===== config.mk =====
export PLATFORM = sky130hd
export DESIGN_NAME = tdm_demux4
export DESIGN_NICKNAME = d
export VERILOG_FILES = /design/src/rtl/tdm_pkg.sv /design/src/rtl/tdm_slot_ctr.sv /design/src/rtl/tdm_demux4.sv
export SDC_FILE = /design/constraint.sdc
export NUM_CORES = 1
export LEC_CHECK = 0
export ABC_AREA = 1
export CAP_MARGIN = 5
export CORE_AREA = 5 5 42 44
export CTS_CLUSTER_DIAMETER = 120
export DETAILED_ROUTE_END_ITERATION = 10
export DIE_AREA = 0 0 47 49
export PLACE_DENSITY_LB_ADDON = 0.08
export SLEW_MARGIN = 20
export SYNTH_ARGS = -nofsm -noshare
export SYNTH_HDL_FRONTEND = slang
export SYNTH_SLANG_ARGS = --single-unit

===== constraint.sdc =====
create_clock -name clk -period 3.3 [get_ports clk]
set_clock_uncertainty 0.1 [all_clocks]
set_input_delay 0.66 -clock clk [delete_from_list [all_inputs] [get_ports clk]]
set_output_delay 0.66 -clock clk [all_outputs]
set_load 0.02 [all_outputs]

===== src/rtl/tdm_pkg.sv =====
// Shared types and constants for the four-slot TDM demultiplexer.
package tdm_pkg;

    typedef enum logic {
        HUNT   = 1'b0,
        LOCKED = 1'b1
    } state_t;

    localparam int unsigned SLOTS   = 4;
    localparam int unsigned SLOT_W  = 2;
    localparam int unsigned SHADOWS = SLOTS - 1;

    localparam logic [SLOT_W-1:0] FIRST_SLOT = SLOT_W'(0);
    localparam logic [SLOT_W-1:0] LAST_SLOT  = SLOT_W'(SLOTS - 1);

    // True when the given slot carries the last channel of a frame.
    function automatic logic is_last_slot(input logic [SLOT_W-1:0] slot);
        return slot == LAST_SLOT;
    endfunction

endpackage


===== src/rtl/tdm_slot_ctr.sv =====
// Two-bit wrapping slot counter; a sync load forces slot 1, a clear forces slot 0.
module tdm_slot_ctr
    import tdm_pkg::*;
(
    input  logic clk,
    input  logic rst,
    input  logic inc_i,
    input  logic load1_i,
    input  logic clr0_i,
    output logic s1_o,
    output logic s0_o
);

    logic [SLOT_W-1:0] slot_q;
    logic [SLOT_W-1:0] slot_d;

    // Load outranks clear, which outranks increment.
    always_comb begin
        slot_d = slot_q;
        if (load1_i) begin
            slot_d = SLOT_W'(1);
        end else if (clr0_i) begin
            slot_d = FIRST_SLOT;
        end else if (inc_i) begin
            slot_d = slot_q + SLOT_W'(1);
        end
    end

    always_ff @(posedge clk or posedge rst) begin
        if (rst) begin
            slot_q <= FIRST_SLOT;
        end else begin
            slot_q <= slot_d;
        end
    end

    assign s1_o = slot_q[1];
    assign s0_o = slot_q[0];

endmodule


===== src/rtl/tdm_demux4.sv =====
// Four-slot TDM demultiplexer: frame-sync alignment, shadow capture of slots 0..2,
// and a registered frame presented on a..d with a one-cycle valid strobe.
module tdm_demux4
    import tdm_pkg::*;
#(
    parameter int unsigned WIDTH = 1
) (
    input  logic             clk,
    input  logic             rst,
    input  logic [WIDTH-1:0] din,
    input  logic             en,
    input  logic             sync,
    output logic [WIDTH-1:0] a,
    output logic [WIDTH-1:0] b,
    output logic [WIDTH-1:0] c,
    output logic [WIDTH-1:0] d,
    output logic             s1,
    output logic             s0,
    output logic             frame_valid,
    output logic             locked,
    output logic             sync_err
);

    state_t state_q;
    state_t state_d;

    logic [SLOT_W-1:0] slot;
    logic              ctr_inc;
    logic              ctr_load1;
    logic              ctr_clr0;
    logic              cap;
    logic [SLOT_W-1:0] cap_slot;
    logic              frame_done;
    logic              misalign;

    logic [WIDTH-1:0] shadow_q [SHADOWS];
    logic [WIDTH-1:0] shadow_d [SHADOWS];

    logic [WIDTH-1:0] a_q, b_q, c_q, d_q;
    logic [WIDTH-1:0] a_d, b_d, c_d, d_d;
    logic             frame_valid_q, frame_valid_d;
    logic             locked_q, locked_d;
    logic             sync_err_q, sync_err_d;

    assign slot = {s1, s0};

    tdm_slot_ctr u_slot_ctr (
        .clk     (clk),
        .rst     (rst),
        .inc_i   (ctr_inc),
        .load1_i (ctr_load1),
        .clr0_i  (ctr_clr0),
        .s1_o    (s1),
        .s0_o    (s0)
    );

    // Next state and per-cycle control strobes.
    always_comb begin
        state_d    = state_q;
        ctr_inc    = 1'b0;
        ctr_load1  = 1'b0;
        ctr_clr0   = 1'b0;
        cap        = 1'b0;
        frame_done = 1'b0;
        misalign   = 1'b0;
        case (state_q)
            HUNT: begin
                if (en && sync) begin
                    cap       = 1'b1;
                    ctr_load1 = 1'b1;
                    state_d   = LOCKED;
                end else begin
                    ctr_clr0 = 1'b1;
                end
            end
            LOCKED: begin
                if (en) begin
                    cap = 1'b1;
                    if (sync && (slot != FIRST_SLOT)) begin
                        // Resynchronise: drop the partial frame, din restarts slot 0.
                        misalign  = 1'b1;
                        ctr_load1 = 1'b1;
                    end else begin
                        ctr_inc    = 1'b1;
                        frame_done = is_last_slot(slot);
                    end
                end
            end
            default: begin
                state_d = HUNT;
            end
        endcase
    end

    assign cap_slot = ctr_load1 ? FIRST_SLOT : slot;

    // Shadow capture and output register next values.
    always_comb begin
        shadow_d      = shadow_q;
        a_d           = a_q;
        b_d           = b_q;
        c_d           = c_q;
        d_d           = d_q;
        frame_valid_d = frame_done;
        sync_err_d    = misalign;
        locked_d      = (state_d == LOCKED);
        if (cap) begin
            case (cap_slot)
                SLOT_W'(0): shadow_d[0] = din;
                SLOT_W'(1): shadow_d[1] = din;
                SLOT_W'(2): shadow_d[2] = din;
                default:    ;
            endcase
        end
        if (frame_done) begin
            a_d = shadow_q[0];
            b_d = shadow_q[1];
            c_d = shadow_q[2];
            d_d = din;
        end
    end

    always_ff @(posedge clk or posedge rst) begin
        if (rst) begin
            state_q       <= HUNT;
            a_q           <= '0;
            b_q           <= '0;
            c_q           <= '0;
            d_q           <= '0;
            frame_valid_q <= 1'b0;
            locked_q      <= 1'b0;
            sync_err_q    <= 1'b0;
            for (int i = 0; i < int'(SHADOWS); i++) begin
                shadow_q[i] <= '0;
            end
        end else begin
            state_q       <= state_d;
            a_q           <= a_d;
            b_q           <= b_d;
            c_q           <= c_d;
            d_q           <= d_d;
            frame_valid_q <= frame_valid_d;
            locked_q      <= locked_d;
            sync_err_q    <= sync_err_d;
            shadow_q      <= shadow_d;
        end
    end

    assign a           = a_q;
    assign b           = b_q;
    assign c           = c_q;
    assign d           = d_q;
    assign frame_valid = frame_valid_q;
    assign locked      = locked_q;
    assign sync_err    = sync_err_q;

endmodule


==> metrics.md, run 1 <==
| Metric | Value |
|---|---|
| Run status | `finished clean` |
| Synthesized instance count | `61` |
| Met2 track demand over resource | `roughly 14%` |
| ANT nets after route | `0` |
| Global routing usage on met1 | `between 10% and 20%` |
| Cts hold-fix bufs | `0` |
| Port Buf Inserts | `13` |
| Avg WL per Cell | `around 11 um` |
| Power density over cell area | `810 mW/mm^2` |
| Share of layout cells above drive strength 1 | `14.1%` |
| R2R setup slack | `between 1.5 and 2 ns` |
| Routed WL | `roughly 1000 um` |
| R2R depth | `8` |
| DP Worst Slack | `roughly 1.4 ns` |
| Mapped Area | `546 um^2` |
| Root buf cell | `clkbuf_4` |
| Die H | `roughly 50 um` |
| Fin crit period | `approximately 2.1 ns` |
| Sw power | `roughly 0.22 mW` |
| Die X | `47 um` |
| CP startpoint kind | `flip-flop` |
| Hpwl dp | `between 700 and 800 um` |
| Die area | `roughly 0.0023 mm^2` |
| Seq. cell area | `300 um^2` |
| Area Growth Syn to Fin | `34.2%` |
| Highest Clock Rate | `around 480 MHz` |
| Worst Path Buf+Inv | `1` |
| Clock share of power | `roughly 20%` |
| Post-CTS setup buffers | `0` |
| Gr ovfl total | `0` |
| RR Startpoint | `u_slot_ctr.slot_q[1]` |
| Row cnt | `14` |
| Post-CTS sizing | `0` |
| Drc violations | `0` |
| Cell Chain, Critical Path | `clkdlybuf4s50_1` |
| Fill count | `roughly 140` |
| Initial antenna violation count | `0` |
| Yosys warnings | `0` |
| Worst Hold Launch | `shadow_q[2]` |
| Final #Nets | `86` |
| Net Sw Frac | `between 30% and 40%` |
| Most common cell after layout, fill and taps aside | `nand2_1` |
| Final Hold Vio Count | `0` |
| CP Capture Type | `output port` |
| Antenna diodes | `0` |
| Initial core utilization | `about two fifths` |
| RSZ-0062 raised after global routing | `false` |
| Largest net degree at the start of global routing | `13` |
| Internal | `between 0.3 and 0.4 mW` |
| Clk Latency, worst-skew pair | `0.27 ns` |
| CP Class | `reg2out` |
| Max-slew violations | `0` |
| Sequential power share | `around two fifths` |
| Via count | `approximately 430` |
| Comb power frac | `41.2%` |
| Maxcap violations | `0` |
| Global-route usage over all layers | `between 10% and 20%` |
| Grt peak-use layer | `met2` |
| Non-filler cells, final | `94` |
| Fin crit share | `62.9%` |
| CTS max path bufs | `2` |
| Post-route worst setup slack | `between 1 and 1.5 ns` |
| Htree depth | `1` |
| Maximum VDD drop | `0.000372 V` |
| Slew @ Worst Pin | `0.469 ns` |
| WHS Endpoint | `a` |
| CP delay by family, top | `buffers and inverters` |
| Most frequent cells in the layout | `nand2_1 (22), clkdlybuf4s50_1 (13), dfrtp_1 (12)` |
| Global-route wire length before repair | `between 1500 and 2000 um` |
| Register bit total from synthesis | `12` |
| Mapped Nets | `68` |
| Clock slew at reported path FFs | `roughly 0.08 ns` |
| CTS tree | `yes` |
| Post-Synthesis Mean Instance Area | `slightly below 9 um^2` |
| Max stage delay on crit path | `around 0.63 ns` |
| Setup Total Neg Slack | `0 ns` |
| CP Data Required Time | `about 2.5 ns` |
| Number of global-route vias before repair | `420` |
| Drt pass-1 iters | `4` |
| Setup violations, final | `0` |
| Worst R2R End | `shadow_q[2]` |
| M3 GR Usage | `between 3 and 4%` |
| Vias per cell | `roughly 4.5` |
| Seq/Total Area, Yosys | `55.0%` |
| Core area | `roughly 0.0014 mm^2` |
| Leak | `0.373 nW` |
| Placed instance count | `90` |
| Synth cell types | `14` |
| Max transition margin | `a little under 70%` |
| I/O pins | `14` |
| Footprint of the multi-input gates | `~210 um^2` |
| WP data arrival | `~1.3 ns` |
| Clock buffer count from CTS | `3` |
| RePlAce Congestion | `0.760` |
| Min-Delay Path Class | `reg2reg` |
| Clk sinks | `12` |
| Crit path max fanout | `5` |
| 1st-iter DRT viols | `8` |
| Worst hold stages | `2` |
| Slowest cell on the critical path | `clkdlybuf4s50_1` |
## power groups by stage
stage / clock network [mW] / logic [mW] / registers (mW)
after floorplan: 0 / 0.106 / 0.273
after global placement: 0 / 0.242 / 0.234
after detailed placement: 0 / 0.245 / 0.233
after CTS: 0.122 / 0.248 / 0.230
after global routing: 0.130 / 0.272 / 0.236
final: 0.119 / 0.244 / 0.229
## synth_stat cells, drive strengths merged
cell type / count / area (um^2)
nor2: 3 / 11.3
nand3: 5 / 42.5
o211ai: 1 / 7.51
inv: 7 / 26.3
or2: 1 / 6.26
o21ai: 4 / 20.0
nand2: 25 / 101
clkinv: 1 / 5.00
dfrtp: 12 / 300
ha: 2 / 25.0
## layer usage
metal	up-vias	wire length, um
met5	-	0
met1	189	481
met2	9	434
met3	4	60
met4	0	19
li1	224	-
## worst max-delay path by stage
| stage | from | to | slack (ns) | depth (start not counted) |
|---|---|---|---|---|
| finish | u_slot_ctr.slot_q[1] | s1 | 1.22 | 1 |
| global route | u_slot_ctr.slot_q[1] | s1 | 1.15 | 1 |
| CTS | u_slot_ctr.slot_q[1] | s1 | 1.21 | 1 |
| detailed placement | en | shadow_q[2] | 1.38 | 8 |
| global placement | en | shadow_q[2] | 1.41 | 8 |
| floorplan | u_slot_ctr.slot_q[1] | shadow_q[2] | 1.89 | 8 |
## registers in the layout, indices dropped and copies added, names as in the netlist
name	flops
u_slot_ctr.slot_q	2
sync_err	1
a	1
shadow_q	3
d	1
b	1
locked	1
frame_valid	1
c	1
## area by class of cell
class | instances | area share [%]
Sequential cell | 12 | 41.0
Tap cell | 16 | 2.74
Timing Repair Buffer | 13 | 17.8
Multi-Input combinational cell | 41 | 29.2
Clock buffer | 4 | 4.96
Inverter | 8 | 4.27
## cell families after synthesis
kind of cell               synth area share (%)
and+or+nand+nor                            29.6
adders and majority gates                  4.59
AOI/OAI and AO/OA                          5.05
DFF                                        55.0
buffers and inverters                      5.73
## per-stage QoR
| stage | total power, mW | instance area [um^2] | hold WS, ns | util, % |
|---|---|---|---|---|
| after floorplan | 0.379 | 546 | 0.339 | - |
| after global placement | 0.476 | 696 | 0.361 | 49.6 |
| after detailed placement | 0.478 | 696 | 0.361 | 49.6 |
| after CTS | 0.601 | 732 | 0.381 | 52.2 |
| after global routing | 0.639 | 732 | 0.402 | 52.2 |
| final | 0.593 | 732 | 0.382 | 52.2 |
## worst register-to-register path, delay by kind of cell (launching register included)
family | cells | cell delay, ns
AND/OR/NAND/NOR | 6 | 0.47
flip-flops | 1 | 0.41
adder cells (fa/ha/maj) | 1 | 0.21
buffers and inverters | 1 | 0.08
Power figures use the tool's default switching activity.
==> run 2: changes to the inputs <==
==> constraint.sdc (replaced) <==
create_clock -name clk -period 1.95 [get_ports clk]
set_clock_uncertainty 0.1 [all_clocks]
set_input_delay 0.39 -clock clk [delete_from_list [all_inputs] [get_ports clk]]
set_output_delay 0.39 -clock clk [all_outputs]
set_load 0.02 [all_outputs]
==> metrics.md, run 2 (same netlist as run 1, synthesis figures left out) <==
| Metric | Value |
|---|---|
| CP Data Required Time | `1.46 ns (-1.08 ns)` |
| CP delay by family, top | `buffers and inverters` |
| Cts hold-fix bufs | `0 (unchanged)` |
| Top reg by flops | `shadow_q` |
| Max reg flops | `3 (unchanged)` |
| Cell Chain, Critical Path | `clkdlybuf4s50_1` |
| CP startpoint kind | `flip-flop` |
| Drt pass-1 iters | `4 (unchanged)` |
| Clk sinks | `12 (unchanged)` |
| CP Capture Type | `output port` |
| Most frequent cells in the layout | `nand2_1 (22), clkdlybuf4s50_1 (13), dfrtp_1 (12)` |
| Max transition margin | `68.6% (-0.096 points)` |
| Slew @ Worst Pin | `0.470 ns (+0.00145 ns)` |
| Run status | `finished clean` |
| Initial antenna violation count | `0 (unchanged)` |
| Max stage delay on crit path | `0.63 ns (about the same)` |
| Placed instance count | `90 (unchanged)` |
| Final Hold Vio Count | `0 (unchanged)` |
| Final #Nets | `86 (unchanged)` |
| Row cnt | `14 (unchanged)` |
| 1st-iter DRT viols | `12 (+4)` |
| CTS tree | `yes` |
| Worst Path Buf+Inv | `1 (unchanged)` |
| Setup violations, final | `0 (unchanged)` |
| Post-CTS setup buffers | `0 (unchanged)` |
| Port Buf Inserts | `13 (unchanged)` |
| Fin crit period | `1.80 ns` |
| Top Registers | `shadow_q: 3 flops, u_slot_ctr.slot_q: 2 flops` |
| Pwr Total | `0.950 mW (+60%)` |
| Die X | `47 um (unchanged)` |
| Setup Total Neg Slack | `0 ns (unchanged)` |
| CP Class | `reg2out` |
| Global-route wire length before repair | `1680 um (-4.3%)` |
| WP data arrival | `1.31 ns (about the same)` |
| Fill count | `138 (+0.73%)` |
| Highest Clock Rate | `about 560 MHz` |
| Maximum VDD drop | `0.000616 V (+66%)` |
| Max-slew violations | `0 (unchanged)` |
| Core area | `0.00140 mm^2 (unchanged)` |
| Fin crit share | `between 90% and 100%` |
| Final instance area | `718 um^2 (-1.9%)` |
| Initial core utilization | `38.9% (unchanged)` |
| Via count | `431 (+1.2%)` |
| RePlAce Congestion | `0.763 (+0.42%)` |
| Placed cell areas | `696 um^2 (unchanged)` |
| Antenna diodes | `0 (unchanged)` |
| Power density over cell area | `1320 mW/mm^2 (+63%)` |
| Clk Latency, worst-skew pair | `0.26 ns (about the same)` |
| Hpwl dp | `741 um (-2.4%)` |
| Avg WL per Cell | `10.6 um (-0.24%)` |
| Area Growth Syn to Fin | `31.7%` |
| Htree depth | `1 (unchanged)` |
| Number of global-route vias before repair | `402 (-4.3%)` |
| CTS max path bufs | `2 (unchanged)` |
| Die H | `49 um (unchanged)` |
| Share of layout cells above drive strength 1 | `13.0% (-1.1 points)` |
| Leak | `0.366 nW (-1.9%)` |
| Most common cell after layout, fill and taps aside | `nand2_1` |
| Crit path max fanout | `5 (unchanged)` |
| Gr ovfl total | `0 (unchanged)` |
| Routed WL | `983 um (-1.3%)` |
| Post-CTS sizing | `0 (unchanged)` |
| ANT nets after route | `0 (unchanged)` |
| Largest net degree at the start of global routing | `13 (unchanged)` |
| Die area | `0.00230 mm^2 (unchanged)` |
| Clock buffer count from CTS | `3 (unchanged)` |
| Non-filler cells, final | `93 (-1.1%)` |
| Slowest cell on the critical path | `clkdlybuf4s50_1` |
| I/O pins | `14 (unchanged)` |
| Drc violations | `0 (unchanged)` |
| Vias per cell | `4.63 (+2.3%)` |
| Fin util | `51.2% (-0.98 points)` |
| RSZ-0062 raised after global routing | `false` |
| Min-Delay Path Class | `in2async` |
| Global-route usage over all layers | `10.3% (-0.36 points)` |
| Clock slew at reported path FFs | `0.07 ns (about the same)` |
| Maxcap violations | `0 (unchanged)` |
| Root buf cell | `clkbuf_4` |
[run 2: area by class of cell]
cell class / count / area (um^2) / area share [%]
Sequential cell: 12 / 300 / 41.8
Multi-Input combinational cell: 41 / 214 / 29.8
Timing Repair Buffer: 13 / 130 / 18.1
Inverter: 8 / 31.3 / 4.36
Clock buffer: 3 / 22.5 / 3.14
Tap cell: 16 / 20.0 / 2.79
[run 2: through the flow]
step                hold slack, ns  setup WS (ns)
floorplan                    0.155          0.541
global placement             0.358          0.331
detailed placement           0.366          0.295
CTS                          0.337          0.138
global route                 0.368         0.0689
finish                       0.331          0.150
[run 2: where the power goes]
group | switching, mW | internal [mW]
Clock | 0.0768 | 0.0713
Sequential | 0.0532 | 0.337
Combinational | 0.226 | 0.186
Total | 0.356 | 0.594
[run 2: path summary, 6_finish.rpt]
path / from / end / slack, ns / cells past startpoint
min: rst / sync_err / 0.33 / 2
min reg2reg: shadow_q[0] / c / 0.38 / 2
max in group asynchronous: rst / shadow_q[2] / 1.10 / 2
max: u_slot_ctr.slot_q[1] / s1 / 0.15 / 1
max reg2reg: u_slot_ctr.slot_q[1] / shadow_q[2] / 0.55 / 8
min in group clk: shadow_q[0] / c / 0.38 / 2
[run 2: metal layers]
layer / vias up / track usage (%) / wire length, um
met4: 0 / 6.91 / 12
met3: 2 / 3.69 / 62
met2: 9 / 13.8 / 431
met5: - / 0 / 0
met1: 196 / 13.4 / 476
li1: 224 / - / -
==> run 3: changes to the inputs <==
--- a/config.mk
+++ b/config.mk
@@ -7,10 +7,10 @@
 export LEC_CHECK = 0
 export ABC_AREA = 1
 export CAP_MARGIN = 5
-export CORE_AREA = 5 5 42 44
+export CORE_AREA = 2 2 39 41
 export CTS_CLUSTER_DIAMETER = 120
 export DETAILED_ROUTE_END_ITERATION = 10
-export DIE_AREA = 0 0 47 49
+export DIE_AREA = 0 0 41 43
 export PLACE_DENSITY_LB_ADDON = 0.08
 export SLEW_MARGIN = 20
 export SYNTH_ARGS = -nofsm -noshare
==> metrics.md, run 3 (same netlist as run 1, synthesis figures left out) <==
| Metric | Value |
|---|---|
| Run status | `finished clean` |
| Gr ovfl total | `0 (unchanged)` |
| RePlAce Congestion | `0.808 (+5.9%)` |
| Number of global-route vias before repair | `396 (-1.5%)` |
| RSZ-0062 raised after global routing | `false` |
| Max reg flops | `3 (unchanged)` |
| Root buf cell | `clkbuf_4` |
| Worst Path Buf+Inv | `1 (unchanged)` |
| Highest Clock Rate | `555 MHz (about the same)` |
| Max stage delay on crit path | `0.63 ns (about the same)` |
| CP Data Required Time | `1.46 ns (about the same)` |
| I/O pins | `14 (unchanged)` |
| Leak | `0.366 nW (unchanged)` |
| Core area | `0.00138 mm^2 (-1.2%)` |
| Final #Nets | `86 (unchanged)` |
| Top Registers | `shadow_q: 3 flops, u_slot_ctr.slot_q: 2 flops` |
| Cell Chain, Critical Path | `clkdlybuf4s50_1` |
| Area Growth Syn to Fin | `31.7% (unchanged)` |
| Slew @ Worst Pin | `0.479 ns (+0.00808 ns)` |
| Drt pass-1 iters | `4 (unchanged)` |
| Die X | `41 um (-13%)` |
| Port Buf Inserts | `13 (unchanged)` |
| Global-route usage over all layers | `14.0% (+3.7 points)` |
| Initial antenna violation count | `0 (unchanged)` |
| Global-route wire length before repair | `1590 um (-5.3%)` |
| Row cnt | `14 (unchanged)` |
| Antenna diodes | `0 (unchanged)` |
| DP Worst Slack | `0.315 ns (+0.0201 ns)` |
| Die area | `0.00176 mm^2 (-23%)` |
| Final Hold Vio Count | `0 (unchanged)` |
| Setup violations, final | `0 (unchanged)` |
| Fin crit share | `92.4% (about the same)` |
| CTS tree | `yes` |
| ANT nets after route | `0 (unchanged)` |
| Fin crit period | `1.80 ns (+0.00105 ns)` |
| Max-slew violations | `0 (unchanged)` |
| Fill count | `136 (-1.4%)` |
| Die H | `43 um (-12%)` |
| Post-CTS sizing | `0 (unchanged)` |
| Seq. cell area | `300 um^2 (unchanged)` |
| Most common cell after layout, fill and taps aside | `nand2_1` |
| Initial core utilization | `39.4% (+0.49 points)` |
| Clk Latency, worst-skew pair | `0.27 ns (about the same)` |
| Drc violations | `0 (unchanged)` |
| Hpwl dp | `708 um (-4.4%)` |
| CTS max path bufs | `2 (unchanged)` |
| 1st-iter DRT viols | `9 (-3)` |
| Most frequent cells in the layout | `nand2_1 (22), clkdlybuf4s50_1 (13), dfrtp_1 (12)` |
| Slowest cell on the critical path | `clkdlybuf4s50_1` |
| Clock buffer count from CTS | `3 (unchanged)` |
| Largest net degree at the start of global routing | `13 (unchanged)` |
| CP Class | `reg2out` |
| Share of layout cells above drive strength 1 | `13.0% (unchanged)` |
| CP delay by family, top | `buffers and inverters` |
| Min-Delay Path Class | `in2async` |
| Maxcap violations | `0 (unchanged)` |
| Post-route worst setup slack | `0.149 ns (-0.00105 ns)` |
| WP data arrival | `1.31 ns (about the same)` |
| Footprint of the multi-input gates | `214 um^2 (unchanged)` |
| Setup Total Neg Slack | `0 ns (unchanged)` |
| Avg WL per Cell | `10.2 um (-3.1%)` |
| Maximum VDD drop | `0.000606 V (-1.7%)` |
| Crit path max fanout | `5 (unchanged)` |
| Cts hold-fix bufs | `0 (unchanged)` |
| Vias per cell | `4.55 (-1.9%)` |
| Htree depth | `1 (unchanged)` |
| Via count | `423 (-1.9%)` |
| Clock slew at reported path FFs | `0.07 ns (about the same)` |
| CP startpoint kind | `flip-flop` |
| Max transition margin | `68.1% (-0.54 points)` |
| Power density over cell area | `1310 mW/mm^2 (-0.69%)` |
| Top reg by flops | `shadow_q` |
| Clk sinks | `12 (unchanged)` |
| Post-CTS setup buffers | `0 (unchanged)` |
| CP Capture Type | `output port` |
| Routed WL | `953 um (-3.1%)` |
[run 3: power by group]
group	internal (mW)	total (mW)	switching (mW)	leakage, nW
logic	0.185	0.407	0.222	0.204
registers	0.337	0.388	0.0505	0.148
clock network	0.0714	0.149	0.0776	0.0138
[run 3: final timing paths]
kind | from | slack, ns | depth (start not counted) | to
worst max-delay path | u_slot_ctr.slot_q[1] | 0.15 | 1 | s1
max in group asynchronous | rst | 1.09 | 2 | u_slot_ctr.slot_q[0]
worst max register to register | u_slot_ctr.slot_q[1] | 0.57 | 8 | b
min in group clk | shadow_q[2] | 0.37 | 2 | shadow_q[2]
worst min-delay path | rst | 0.34 | 2 | shadow_q[0]
worst min register to register | shadow_q[2] | 0.37 | 2 | shadow_q[2]
[run 3: metal layers]
metal  global-route usage (%)  vias up  wire length, um
met4                     10.0        0               23
met2                     19.1       14              386
met1                     17.7      181              487
met3                     4.71        4               55
met5                        0        -                0
li1                         -      224                -
[run 3: through the flow]
stage | instance area [um^2] | hold slack, ns | util [%] | power, mW | instances
2_1_floorplan | 546 | 0.155 | - | 0.641 | 61
3_3_place_gp | 696 | 0.361 | 50.3 | 0.802 | 90
3_5_place_dp | 696 | 0.364 | 50.3 | 0.805 | 90
4_1_cts | 718 | 0.351 | 51.9 | 0.958 | 93
5_1_grt | 718 | 0.395 | 51.9 | 1.02 | 93
6_report | 718 | 0.336 | 51.9 | 0.944 | 93
[run 3: cell type report]
type                       instances  area share, %
tap                               16           2.79
sequential                        12           41.8
clock buffer                       3           3.14
multi-input combinational         41           29.8
timing repair buffer              13           18.1
inverter                           8           4.36
